File: src/rtl/mips_test_sequencer.sv
// Program-driven stimulus sequencer for mips_cpu_harvard directed tests.
// Fetch path is combinational (zero latency); run result is registered one cycle after halt/timeout.
// No handshake backpressure: start/prog_we are simply ignored while a run is in progress.
module mips_test_sequencer #(
  parameter int unsigned PROG_DEPTH       = 16,
  parameter logic [31:0] ADDR_BASE        = 32'hBFC00000,
  parameter int unsigned TIMEOUT_CYCLES   = 10000,
  parameter int unsigned CPU_RESET_CYCLES = 2,
  parameter int unsigned STALL_PERIOD     = 0,
  localparam int unsigned AW              = $clog2(PROG_DEPTH)
) (
  input  logic          clk,
  input  logic          reset,
  input  logic          start,
  input  logic          prog_we,
  input  logic [AW-1:0] prog_waddr,
  input  logic [31:0]   prog_wdata,
  input  logic [31:0]   expected_v0,
  output logic          cpu_reset,
  output logic          cpu_clk_enable,
  input  logic [31:0]   instr_address,
  output logic [31:0]   instr_readdata,
  input  logic          cpu_active,
  input  logic [31:0]   register_v0,
  output logic          busy,
  output logic          done,
  output logic          pass,
  output logic          timeout,
  output logic [31:0]   cycle_count
);

  typedef enum logic [1:0] {S_IDLE, S_CPU_RST, S_RUN, S_DONE} state_e;

  localparam bit          STALL_EN   = (STALL_PERIOD >= 2);
  localparam logic [31:0] STALL_LAST = STALL_EN ? 32'(STALL_PERIOD - 1) : 32'd0;
  localparam logic [31:0] TO_LAST    = 32'(TIMEOUT_CYCLES - 1);
  localparam logic [31:0] RST_LAST   = 32'(CPU_RESET_CYCLES - 1);

  state_e      state_q, state_d;
  logic [31:0] cycle_q, cycle_d;
  logic [31:0] rst_cnt_q, rst_cnt_d;
  // Phase of the stall pattern: equals cycle_count mod STALL_PERIOD without a divider.
  logic [31:0] stall_cnt_q, stall_cnt_d;
  logic        seen_q, seen_d;
  logic        pass_q, pass_d;
  logic        timeout_q, timeout_d;
  logic [31:0] prog_q [PROG_DEPTH];

  logic        idle_or_done;
  logic        start_ok;
  logic        halt;
  logic        last_cyc;
  logic        stall;
  logic [31:0] offset;

  assign idle_or_done = (state_q == S_IDLE) || (state_q == S_DONE);
  assign start_ok     = start && idle_or_done;
  assign halt         = (state_q == S_RUN) && !cpu_active && seen_q;
  assign last_cyc     = (cycle_q == TO_LAST);
  assign stall        = STALL_EN && (stall_cnt_q == STALL_LAST);

  // State register
  always_ff @(posedge clk) begin
    if (reset) state_q <= S_IDLE;
    else       state_q <= state_d;
  end

  // Next-state logic; halt takes priority over timeout in RUN
  always_comb begin
    state_d = state_q;
    case (state_q)
      S_IDLE:    if (start) state_d = S_CPU_RST;
      S_CPU_RST: if (rst_cnt_q == RST_LAST) state_d = S_RUN;
      S_RUN:     if (halt || last_cyc) state_d = S_DONE;
      S_DONE:    if (start) state_d = S_CPU_RST;
      default:   state_d = S_IDLE;
    endcase
  end

  // Output decode; reset forces the CPU into reset without waiting for the edge
  always_comb begin
    cpu_reset      = 1'b1;
    cpu_clk_enable = 1'b0;
    busy           = 1'b0;
    done           = 1'b0;
    case (state_q)
      S_CPU_RST: begin
        busy           = 1'b1;
        cpu_clk_enable = 1'b1;
      end
      S_RUN: begin
        busy           = 1'b1;
        cpu_reset      = 1'b0;
        cpu_clk_enable = !stall;
      end
      S_DONE:  done = 1'b1;
      default: ;
    endcase
    if (reset) begin
      cpu_reset      = 1'b1;
      cpu_clk_enable = 1'b0;
    end
  end

  // Run bookkeeping: counters, seen-active flag and the sampled verdict
  always_comb begin
    cycle_d     = cycle_q;
    rst_cnt_d   = rst_cnt_q;
    stall_cnt_d = stall_cnt_q;
    seen_d      = seen_q;
    pass_d      = pass_q;
    timeout_d   = timeout_q;
    if (start_ok) begin
      cycle_d     = 32'd0;
      rst_cnt_d   = 32'd0;
      stall_cnt_d = 32'd0;
      seen_d      = 1'b0;
      pass_d      = 1'b0;
      timeout_d   = 1'b0;
    end else begin
      case (state_q)
        S_CPU_RST: rst_cnt_d = rst_cnt_q + 32'd1;
        S_RUN: begin
          cycle_d = cycle_q + 32'd1;
          if (STALL_EN) stall_cnt_d = stall ? 32'd0 : stall_cnt_q + 32'd1;
          if (cpu_active) seen_d = 1'b1;
          if (halt) begin
            pass_d    = (register_v0 == expected_v0);
            timeout_d = 1'b0;
          end else if (last_cyc) begin
            pass_d    = 1'b0;
            timeout_d = 1'b1;
          end
        end
        default: ;
      endcase
    end
  end

  // Bookkeeping registers
  always_ff @(posedge clk) begin
    if (reset) begin
      cycle_q     <= 32'd0;
      rst_cnt_q   <= 32'd0;
      stall_cnt_q <= 32'd0;
      seen_q      <= 1'b0;
      pass_q      <= 1'b0;
      timeout_q   <= 1'b0;
    end else begin
      cycle_q     <= cycle_d;
      rst_cnt_q   <= rst_cnt_d;
      stall_cnt_q <= stall_cnt_d;
      seen_q      <= seen_d;
      pass_q      <= pass_d;
      timeout_q   <= timeout_d;
    end
  end

  // Program store: writable only while no run is in progress, never cleared
  always_ff @(posedge clk) begin
    if (prog_we && idle_or_done) prog_q[prog_waddr] <= prog_wdata;
  end

  // Instruction fetch: word-aligned addresses inside the window hit, all else reads as NOP
  always_comb begin
    offset         = instr_address - ADDR_BASE;
    instr_readdata = 32'h00000000;
    if ((offset[1:0] == 2'b00) && (offset[31:AW+2] == '0))
      instr_readdata = prog_q[offset[AW+1:2]];
  end

  assign pass        = pass_q;
  assign timeout     = timeout_q;
  assign cycle_count = cycle_q;

endmodule
File: config.mk
export PLATFORM = sky130hd
export DESIGN_NAME = mips_test_sequencer
export DESIGN_NICKNAME = d
export VERILOG_FILES = /design/src/rtl/mips_test_sequencer.sv
export SDC_FILE = /design/constraint.sdc
export NUM_CORES = 1
export LEC_CHECK = 0
export ABC_AREA = 1
export CAP_MARGIN = 10
export CORE_MARGIN = 2
export CORE_UTILIZATION = 35
export CTS_BUF_LIST = sky130_fd_sc_hd__clkbuf_8
export CTS_CLUSTER_SIZE = 28
export DETAILED_ROUTE_END_ITERATION = 8
export PLACE_DENSITY = 0.51
export SLEW_MARGIN = 15
export SYNTH_ARGS = -nofsm -noshare
export SYNTH_HDL_FRONTEND = slang
export SYNTH_SLANG_ARGS = --single-unit
export TNS_END_PERCENT = 50
File: constraint.sdc
create_clock -name clk -period 4.1 [get_ports clk]
set_input_delay 0.82 -clock clk [delete_from_list [all_inputs] [get_ports clk]]
set_output_delay 0.82 -clock clk [all_outputs]
set_load 0.01 [all_outputs]
==> out/metrics.cfg, run 1 <==
[outcome]
run_status = finished, final reports clean

[power]
power.share.switching_pct = 25.1
power_per_cell_area_nw_per_um2 = 414
power_leakage_nw = 10.6
peakVddDrop_uv = 242
power_mw = 12.4
p_seq_share_pct = 53.4
combinationalPowerShare_pct = 9.7
power.switching_mw = 3.12
p_clk_share_pct = 36.9
power.internal_mw = 9.30

[cts]
clk_pin_slew_ns = 0.06
cts_repair_resize_count = 0
clock_root_buffer = clkbuf_8
number_of_buffers_created_by_cts = 97
worst_skew_pair.late_latency_ns = 0.70
cts.sink_count = 581
postCtsSetupBuffers = 0
clock_tree.htree_level_count = 3
clk_path_buf_depth = 3
cts_tree = yes
hold_buffers = 0

[timing]
timing.hold.ws_ns = 0.454
fin_crit_ns = 3.74
worst_pin_slew_ns = 0.708
fin_crit_sh_pct = 91.2
timing_hold_violations_final = 0
setup_tns_ns = 0
finalClockSkew_ns = 0.0356
fmax_mhz = 267
grt_setup_unrepaired = false
timing_max_transition_violations_final = 0
timing.slew.headroom_pct = 52.7
setup-violations-final = 0

[final_layout]
fin_nets = 2680
drive_gt1_share_pct = 8.95
area.growth.synth_to_final_pct = 21.4
most_common_cell_after_layout_fill_and_taps_aside = nand2_1
num-fill-cells = 6658
multi_input_comb_area_um2 = 7140
post_layout_nonfiller_instances = 3556
seq_area_um2 = 16800
layout_common_cells = nand2_1, edfxtp_1, a21oi_1

[die]
start_util_pct = 35.3
core_area_um2 = 70000
core.rowCount = 97
die_area_um2 = 72800
fp.dieW_um = 270
die_h_um = 270
io_pins = 207

[placed_design]
portBuffers = 206
post-dp-hpwl_mm = 41.0
place_inst = 3378
last_weighted_congestion_value_of_the_routability_driven_placer = 0.834

[worst_setup_path]
setup.worst_path.start_class = input pin
critPathMaxFanout = 32
cp_common_cell = clkdlybuf4s50_1
cp_data_required_time_ns = 3.28
arrival_ns = 2.92
slowest_delay_ns = 0.57
setup.worst_path.end_class = output port
timing.critical_path.slowest_stage_cell = clkdlybuf4s50_1
worstPathCellList = clkdlybuf4s50_1 -> nor4_1 -> nand4_1 -> nor2_4 -> buf_12 -> nand2_1 -> nor2_1 -> clkdlybuf4s50_1
timing.setup.critical_path_class = in -> out

[route]
detail_route.vias_per_cell = 5.06
detail_route.wirelength_mm = 71.1
num_vias = 17981
ant_nets = 0
routed_wire_length_per_instance_um = 20.0
detailedRoute.firstIterationViolations = 1402
drc = 0
drt-pass1-iter-count = 5

[synthesis]
synthesis.yosys.warnings = 0
syn_nets = 2435
async_flop_share_pct = 0
synth_ff_type = edfxtp_1
seq_area_frac_synth_pct = 67.7
synth_top_cells_by_area = edfxtp_1, nand2_1, dfxtp_1
post-synth-top-area-cell = edfxtp_1
synth_top_area_share_pct = 62.2
synth-seq-cells = 581
postSynthCellCount = 2292
synth_area_um2 = 24700
post_synth_cell_types = 39
synthesis.area_per_instance_um2 = 10.8
synth_edf_count = 512

[grt]
grt_antenna_before_repair = 2
grt_first_pass_wirelength_mm = 107
grt_start_max_net_pins = 73
overflow = 0
grt.total_usage_pct = 19.3
first_global_vias = 17816

[job]
cap_violations = 0

[min_path]
hold_class = reg -> reg

[area by class of cell]
| type | instances | area share (%) |
|---|---|---|
| antenna | 1 | 0.00834 |
| multi-input combinational | 1480 | 23.8 |
| clock inverter | 75 | 1.03 |
| clock buffer | 102 | 4.68 |
| sequential | 581 | 55.8 |
| tap | 940 | 3.92 |
| timing repair buffer | 263 | 9.31 |
| inverter | 114 | 1.46 |
[path summary, 6_finish.rpt]
kind,startpoint,end,slack [ns],depth (start not counted)
max,instr_address[1],instr_readdata[2],0.36,8
min reg2reg,timeout$_SDFFE_PP0P_,timeout$_SDFFE_PP0P_,0.45,2
max reg2reg,state_q[0]$_SDFFE_PP0P_,prog_q[0][8]$_DFFE_PP_,1.48,7
min,timeout$_SDFFE_PP0P_,timeout$_SDFFE_PP0P_,0.45,2
[cells by family (layout without fill, tap and decap cells)]
kind of cell | count (synthesis) | after routing | share of synthesized area [%]
and+or+nand+nor | 1079 | 1079 | 18.6
adders and majority gates | 6 | 6 | 0.303
AOI/OAI and AO/OA | 363 | 363 | 8.32
DFF | 581 | 581 | 67.7
buffers and inverters | 231 | 554 | 3.93
xor gates and xnor gates | 32 | 32 | 1.13
other | 0 | 1 | 0
[Yosys cell counts, types with 14 or more instances]
library cell / n
nand2_1: 610
edfxtp_1: 512
a21oi_1: 233
nand3_1: 199
nor2_1: 175
inv_1: 110
a22oi_1: 80
dfxtp_1: 69
buf_2: 62
o21ai_0: 31
clkbuf_1: 30
nor3_1: 28
buf_1: 19
nand4_1: 18
xor2_1: 18
xnor2_1: 14
[worst max-delay path: cells and delay by family]
| family | cells | cell delay (ns) |
|---|---|---|
| buf+inv | 3 | 1.20 |
| simple gates | 5 | 0.87 |
[stage by stage]
| stage | instance area (um^2) | worst slack [ns] | utilization (%) |
|---|---|---|---|
| after floorplan | 24700 | 1.23 | - |
| after global placement | 28300 | 0.245 | 40.4 |
| after detailed placement | 28300 | 0.280 | 40.4 |
| after CTS | 30000 | 0.268 | 42.9 |
| after global routing | 30000 | 0.117 | 42.9 |
| final | 30000 | 0.360 | 42.9 |
[per-layer routing]
layer / share of wire [%] / global-route usage [%] / vias to the layer above
met3: 6.1 / 4.06 / 145
li1: - / - / 8523
met1: 42 / 24.3 / 8747
met5: 0.011 / 0 / -
met2: 48 / 32.5 / 564
met4: 3.2 / 7.57 / 2
[sequential cells by signal (all words and copies together), names as in the netlist]
name / flops
seen_q: 1
pass: 1
state_q: 2
prog_q: 512
rst_cnt_q: 32
timeout: 1
cycle_count: 32
[power by group through the flow]
| stage | registers [mW] | clock network [mW] | logic (mW) |
|---|---|---|---|
| after floorplan | 6.75 | 0 | 0.622 |
| after CTS | 6.63 | 4.73 | 1.22 |
| final | 6.63 | 4.59 | 1.20 |
| after global routing | 6.64 | 4.98 | 1.33 |
| after global placement | 6.75 | 0 | 1.20 |
| after detailed placement | 6.75 | 0 | 1.21 |
No activity file was read; power rests on OpenSTA's default activity.
==> inputs of run 2 (changes only) <==
--- a/config.mk
+++ b/config.mk
@@ -13,5 +13,5 @@
 export CTS_CLUSTER_SIZE = 28
 export DETAILED_ROUTE_END_ITERATION = 8
-export PLACE_DENSITY = 0.51
+export PLACE_DENSITY_LB_ADDON = 0.12
 export SLEW_MARGIN = 15
 export SYNTH_ARGS = -nofsm -noshare
==> constraint.sdc (replaced) <==
create_clock -name clk -period 4.1 [get_ports clk]
set_input_delay 0.615 -clock clk [delete_from_list [all_inputs] [get_ports clk]]
set_output_delay 0.615 -clock clk [all_outputs]
set_load 0.01 [all_outputs]
==> out/metrics.cfg, run 2 (synthesis gave the netlist of run 1 again) <==
[outcome]
run_status = finished, final reports clean

[cts]
cts_repair_resize_count = 0
clock_root_buffer = clkbuf_8
clk_pin_slew_ns = 0.06
worst_skew_pair.late_latency_ns = 0.70
cts.sink_count = 581
clk_path_buf_depth = 3
clock_tree.htree_level_count = 3
number_of_buffers_created_by_cts = 101
postCtsSetupBuffers = 0
cts_tree = yes
hold_buffers = 0

[final_layout]
drive_gt1_share_pct = 9.01
layout_common_cells = nand2_1, edfxtp_1, a21oi_1
seq_area_um2 = 16800
area.growth.synth_to_final_pct = 21.5
final_core_utilization_pct = 42.9
largest_register_ff_count = 512
multi_input_comb_area_um2 = 7140
registers.top_by_ff_count = prog_q
num-fill-cells = 6697
most_common_cell_after_layout_fill_and_taps_aside = nand2_1
fin_nets = 2674

[timing]
timing.slew.headroom_pct = 50.8
timing_max_transition_violations_final = 0
fin_crit_sh_pct = 85.7
grt_setup_unrepaired = false
timing_hold_violations_final = 0
fin_crit_ns = 3.51
fmax_mhz = 285
setup-violations-final = 0
worst_pin_slew_ns = 0.737
setup_tns_ns = 0
finalClockSkew_ns = 0.0280

[route]
routed_wire_length_per_instance_um = 20.0
detail_route.wirelength_mm = 70.9
detail_route.vias_per_cell = 5.01
ant_nets = 0
drt-pass1-iter-count = 5
drc = 0
num_vias = 17806
detailedRoute.firstIterationViolations = 1244

[die]
die_area_um2 = 72800
core_area_um2 = 70000
io_pins = 207
die_h_um = 270
core.rowCount = 97
start_util_pct = 35.3
fp.dieW_um = 270

[worst_setup_path]
cp_data_required_time_ns = 3.48
r2r_cells = 7
critPathMaxFanout = 11
timing.setup.critical_path_class = in -> out
reg_to_reg_endpoint = prog_q[15][19]$_DFFE_PP_
worst_reg2reg_path_startpoint = state_q[0]$_SDFFE_PP0P_
arrival_ns = 2.90
setup.worst_path.start_class = input pin
setup.worst_path.end_class = output port
regToRegSetupSlack_ns = 1.41

[grt]
grt.met3_usage_pct = 2.98
grt_first_pass_wirelength_mm = 107
overflow = 0
first_global_vias = 17456
gr_util_met2_pct = 32.9
grt_start_max_net_pins = 108
grt_antenna_before_repair = 2
globalRoute.busiestLayer = met2
global_route.usage.met1_pct = 24.9
grt.total_usage_pct = 19.1

[power]
p_seq_share_pct = 52.0
power.share.switching_pct = 25.3
power_per_cell_area_nw_per_um2 = 425
p_clk_share_pct = 38.8
power_leakage_nw = 10.5
power.internal_mw = 9.53
combinationalPowerShare_pct = 9.2
peakVddDrop_uv = 220
power.switching_mw = 3.23

[min_path]
hold_class = reg -> reg
worst_hold_endpoint = timeout$_SDFFE_PP0P_
worst_hold_path.num_cells = 2
holdCritStartpoint = timeout$_SDFFE_PP0P_

[job]
cap_violations = 0

[placed_design]
post-dp-hpwl_mm = 41.0
portBuffers = 206
last_weighted_congestion_value_of_the_routability_driven_placer = 0.814

run 2: cell types whose count changed in the layout (fill, tap and decap cells not counted), moves of 2 or more:
cell       before  now
buf_4          33   27
inv_1         145  134
inv_6           0    2
buf_12         25   21
clkinv_1       24   27
diode_2         1    3
clkbuf_8      103  108
bufinv_16       0    2
run 2: how the worst max path moves through the flow:
stage                                  from                     end  slack (ns)
finish                    instr_address[13]      instr_readdata[13]        0.59
global route              instr_address[25]      instr_readdata[13]        0.44
CTS                       instr_address[22]       instr_readdata[9]        0.59
detailed placement        instr_address[22]       instr_readdata[9]        0.59
global placement          instr_address[22]       instr_readdata[9]        0.56
floorplan           state_q[0]$_SDFFE_PP0P_  prog_q[4][0]$_DFFE_PP_        1.33
run 2: power groups by stage:
stage	Combinational, mW	Sequential, mW	Clock, mW
floorplan	0.622	6.75	0
global placement	1.17	6.75	0
detailed placement	1.19	6.75	0
CTS	1.19	6.63	5.10
global route	1.30	6.64	5.35
finish	1.18	6.63	4.95
run 2: layout make-up:
cell class | count | area share [%]
clock buffers | 107 | 4.90
diodes | 3 | 0.0250
multi-input cells | 1480 | 23.8
well taps | 940 | 3.91
flip-flops and latches | 581 | 55.8
inverters | 114 | 1.46
clock inverters | 73 | 1.28
repair buffers | 253 | 8.88
run 2: critical path, cell delays in order:
cell             delay [ns]
clkdlybuf4s50_1        0.41
nor4_1                 0.35
nand4_1                0.20
nor2_4                 0.12
buf_4                  0.24
nand2_1                0.08
nor2_1                 0.27
clkdlybuf4s50_1        0.60
run 2: metrics by stage:
step / power [mW] / worst slack (ns) / area (um^2) / instances / hold slack (ns)
2_1_floorplan: 7.37 / 1.33 / 24700 / 2292 / 0.452
3_3_place_gp: 7.92 / 0.559 / 28200 / 3368 / 0.437
3_5_place_dp: 7.94 / 0.585 / 28200 / 3368 / 0.451
4_1_cts: 12.9 / 0.586 / 30000 / 3548 / 0.460
5_1_grt: 13.3 / 0.439 / 30000 / 3550 / 0.480
6_report: 12.8 / 0.586 / 30000 / 3551 / 0.455
run 2: routing by layer:
metal / wire length (um) / part of all wire [%]
met1: 30900 / 44
met2: 35300 / 50
met3: 3410 / 4.8
met4: 1280 / 1.8
met5: 0 / 0
==> inputs of run 3 (changes only) <==
Settings changed: ABC_AREA 1 to 0.
==> out/metrics.cfg, run 3 <==
[worst_setup_path]
timing.critical_path.slowest_stage_cell = or4b_2
worst_reg2reg_path_startpoint = state_q[0]$_SDFFE_PP0P_
setup.worst_path.end_class = output port
reg_to_reg_endpoint = prog_q[0][20]$_DFFE_PP_
timing.setup.critical_path_class = in -> out
critical_path.endpoint = instr_readdata[15]
crit_buf_inv = 3
critical_path.top_delay_family = simple AND/OR/NAND/NOR gates
cp_data_required_time_ns = 3.48
regToRegSetupSlack_ns = 1.43
setup.worst_path.start_class = input pin
cp_depth = 7
critPathMaxFanout = 32
arrival_ns = 3.18
slowest_delay_ns = 0.63
r2r_cells = 6
worstPathCellList = clkdlybuf4s50_1 -> or4b_2 -> nor3_1 -> nand4_1 -> buf_12 -> nor2b_1 -> clkdlybuf4s50_1
cp_common_cell = clkdlybuf4s50_1
critical_path.startpoint = instr_address[21]

[synthesis]
synth_top_cells_by_count = edfxtp_1, mux4_2, nor2_1
yosys.cell_count.top_type = edfxtp_1
async_flop_share_pct = 0
synth_ff_type = edfxtp_1
synth_area_um2 = 23200
postSynthCellCount = 1210
synth_top_family_by_area = multiplexers
synthesis.area_per_instance_um2 = 19.2
synth_edf_count = 512
synth-seq-cells = 581
synth.mux.area_fraction_pct = 15.6
post-synth-top-area-cell = edfxtp_1
seq_area_frac_synth_pct = 72.3
yosys.area_share.adder_pct = 0.324
yosys.area_share.xor_xnor_pct = 3.02
synthesis.yosys.warnings = 0
post_synth_and_or_nand_nor_area_fraction_pct = 6.72
synth_top_cells_by_area = edfxtp_1, mux4_2, dfxtp_1
syn_nets = 1353
post_synth_cell_types = 43
synth_top_area_share_pct = 66.3
share_of_the_synthesized_area_in_compound_gates_ao_oa_aoi_oai_pct = 0.928

[grt]
first_global_vias = 13310
grt.met3_usage_pct = 4.04
grt_first_pass_wirelength_mm = 85.0
grt.total_usage_pct = 17.0
overflow = 0
grt_start_max_net_pins = 38
global_route.usage.met1_pct = 22.6
grt_antenna_before_repair = 8
globalRoute.busiestLayer = met2
gr_util_met2_pct = 27.9

[power]
power_leakage_nw = 8.93
power.internal_mw = 9.50
power_per_cell_area_nw_per_um2 = 435
combinationalPowerShare_pct = 8.6
p_clk_share_pct = 37.7
power.switching_mw = 2.87
p_seq_share_pct = 53.7
peakVddDrop_uv = 237
power.share.switching_pct = 23.2

[final_layout]
fin_nets = 1648
post_layout_nonfiller_instances = 2438
largest_register_ff_count = 512
registers.top_by_ff_count = prog_q
drive_gt1_share_pct = 22.0
finalInstanceArea_um2 = 28400
most_common_cell_after_layout_fill_and_taps_aside = edfxtp_1
multi_input_comb_area_um2 = 6270
final_core_utilization_pct = 43.3
num-fill-cells = 5783
seq_area_um2 = 16800
area.growth.synth_to_final_pct = 22.6
layout_common_cells = edfxtp_1, clkdlybuf4s50_1, mux4_2

[placed_design]
portBuffers = 206
place_inst = 2267
post-dp-hpwl_mm = 31.2
placedInstanceArea_um2 = 26700
last_weighted_congestion_value_of_the_routability_driven_placer = 0.774

[cts]
cts_repair_resize_count = 0
clock_root_buffer = clkbuf_8
clk_pin_slew_ns = 0.06
worst_skew_pair.late_latency_ns = 0.67
cts.sink_count = 581
postCtsSetupBuffers = 0
clock_tree.htree_level_count = 3
clk_path_buf_depth = 3
number_of_buffers_created_by_cts = 100
hold_buffers = 0
cts_tree = yes

[route]
drt-pass1-iter-count = 5
detail_route.vias_per_cell = 5.10
detail_route.wirelength_mm = 57.0
routed_wire_length_per_instance_um = 23.4
drc = 0
ant_nets = 0
detailedRoute.firstIterationViolations = 840
num_vias = 12436

[die]
start_util_pct = 35.3
io_pins = 207
core.rowCount = 94
die_area_um2 = 68300
fp.dieW_um = 261
core_area_um2 = 65600
die_h_um = 261

[job]
cap_violations = 0

[timing]
setup_tns_ns = 0
timing_max_transition_violations_final = 0
fin_crit_ns = 3.80
timing.slew.headroom_pct = 47.7
setup-violations-final = 0
worst_pin_slew_ns = 0.776
grt_setup_unrepaired = false
timing_hold_violations_final = 0
finalClockSkew_ns = 0.0316
fmax_mhz = 263
fin_crit_sh_pct = 92.6

[outcome]
run_status = finished, final reports clean

[min_path]
hold_class = reg -> reg

-- run 3: changes by cell type in the layout (fill, tap and decap cells not counted), sizes merged, moves of 20 or more --
cell,change
nand3,-179
a21oi,-216
xnor2,+28
inv,-92
nor2b,+35
mux4,+159
nor4,+26
xor2,+20
a22oi,-80
nor2,-119
nand2,-593
-- run 3: kinds of logic (layout without fill, tap and decap cells) --
family | count (synthesis) | count (layout)
flops | 581 | 581
simple gates | 278 | 278
mux | 162 | 162
xor+xnor | 80 | 80
buf+inv | 64 | 427
compound gates | 39 | 39
fa+ha+maj | 6 | 6
other cells | 0 | 1
-- run 3: tightest hold or removal path, stage by stage (launching register included) --
cell and delay, ns:
dfxtp_1 0.32, a21oi_1 0.04, nor2_1 0.07
-- run 3: metal layers --
metal	share of wire [%]	wire length, um
met1	43	24800
met2	49	28000
met3	5.8	3290
met5	0.12	67
met4	1.6	905
-- run 3: power groups by stage --
stage	combinational (mW)	clock, mW	sequential [mW]
3_5_place_dp	1.09	0	6.76
6_report	1.06	4.67	6.64
4_1_cts	1.09	4.83	6.64
3_3_place_gp	1.08	0	6.76
2_1_floorplan	0.567	0	6.76
5_1_grt	1.16	5.10	6.65
-- run 3: cell type report --
cell class / count / share of cell area (%)
antenna: 1 / 0.00881
clock inverter: 64 / 1.05
clock buffer: 106 / 5.13
timing repair buffer: 247 / 8.82
sequential: 581 / 59.0
inverter: 10 / 0.132
multi-input combinational: 565 / 22.1
tap: 864 / 3.81
-- run 3: metrics by stage --
stage | power (mW) | hold WS, ns | setup slack (ns)
after floorplan | 7.32 | 0.430 | 0.238
after global placement | 7.84 | 0.441 | 0.247
after detailed placement | 7.85 | 0.451 | 0.306
after CTS | 12.6 | 0.469 | 0.266
after global routing | 12.9 | 0.508 | 0.163
final | 12.4 | 0.463 | 0.304
-- run 3: worst min path at each step --
stage	end	slack [ns]	from	depth (start not counted)
6_report	seen_q$_SDFFE_PP0P_	0.46	seen_q$_SDFFE_PP0P_	2
2_1_floorplan	seen_q$_SDFFE_PP0P_	0.43	seen_q$_SDFFE_PP0P_	2
3_5_place_dp	seen_q$_SDFFE_PP0P_	0.45	seen_q$_SDFFE_PP0P_	2
4_1_cts	seen_q$_SDFFE_PP0P_	0.47	seen_q$_SDFFE_PP0P_	2
5_1_grt	seen_q$_SDFFE_PP0P_	0.51	seen_q$_SDFFE_PP0P_	2
3_3_place_gp	seen_q$_SDFFE_PP0P_	0.44	seen_q$_SDFFE_PP0P_	2
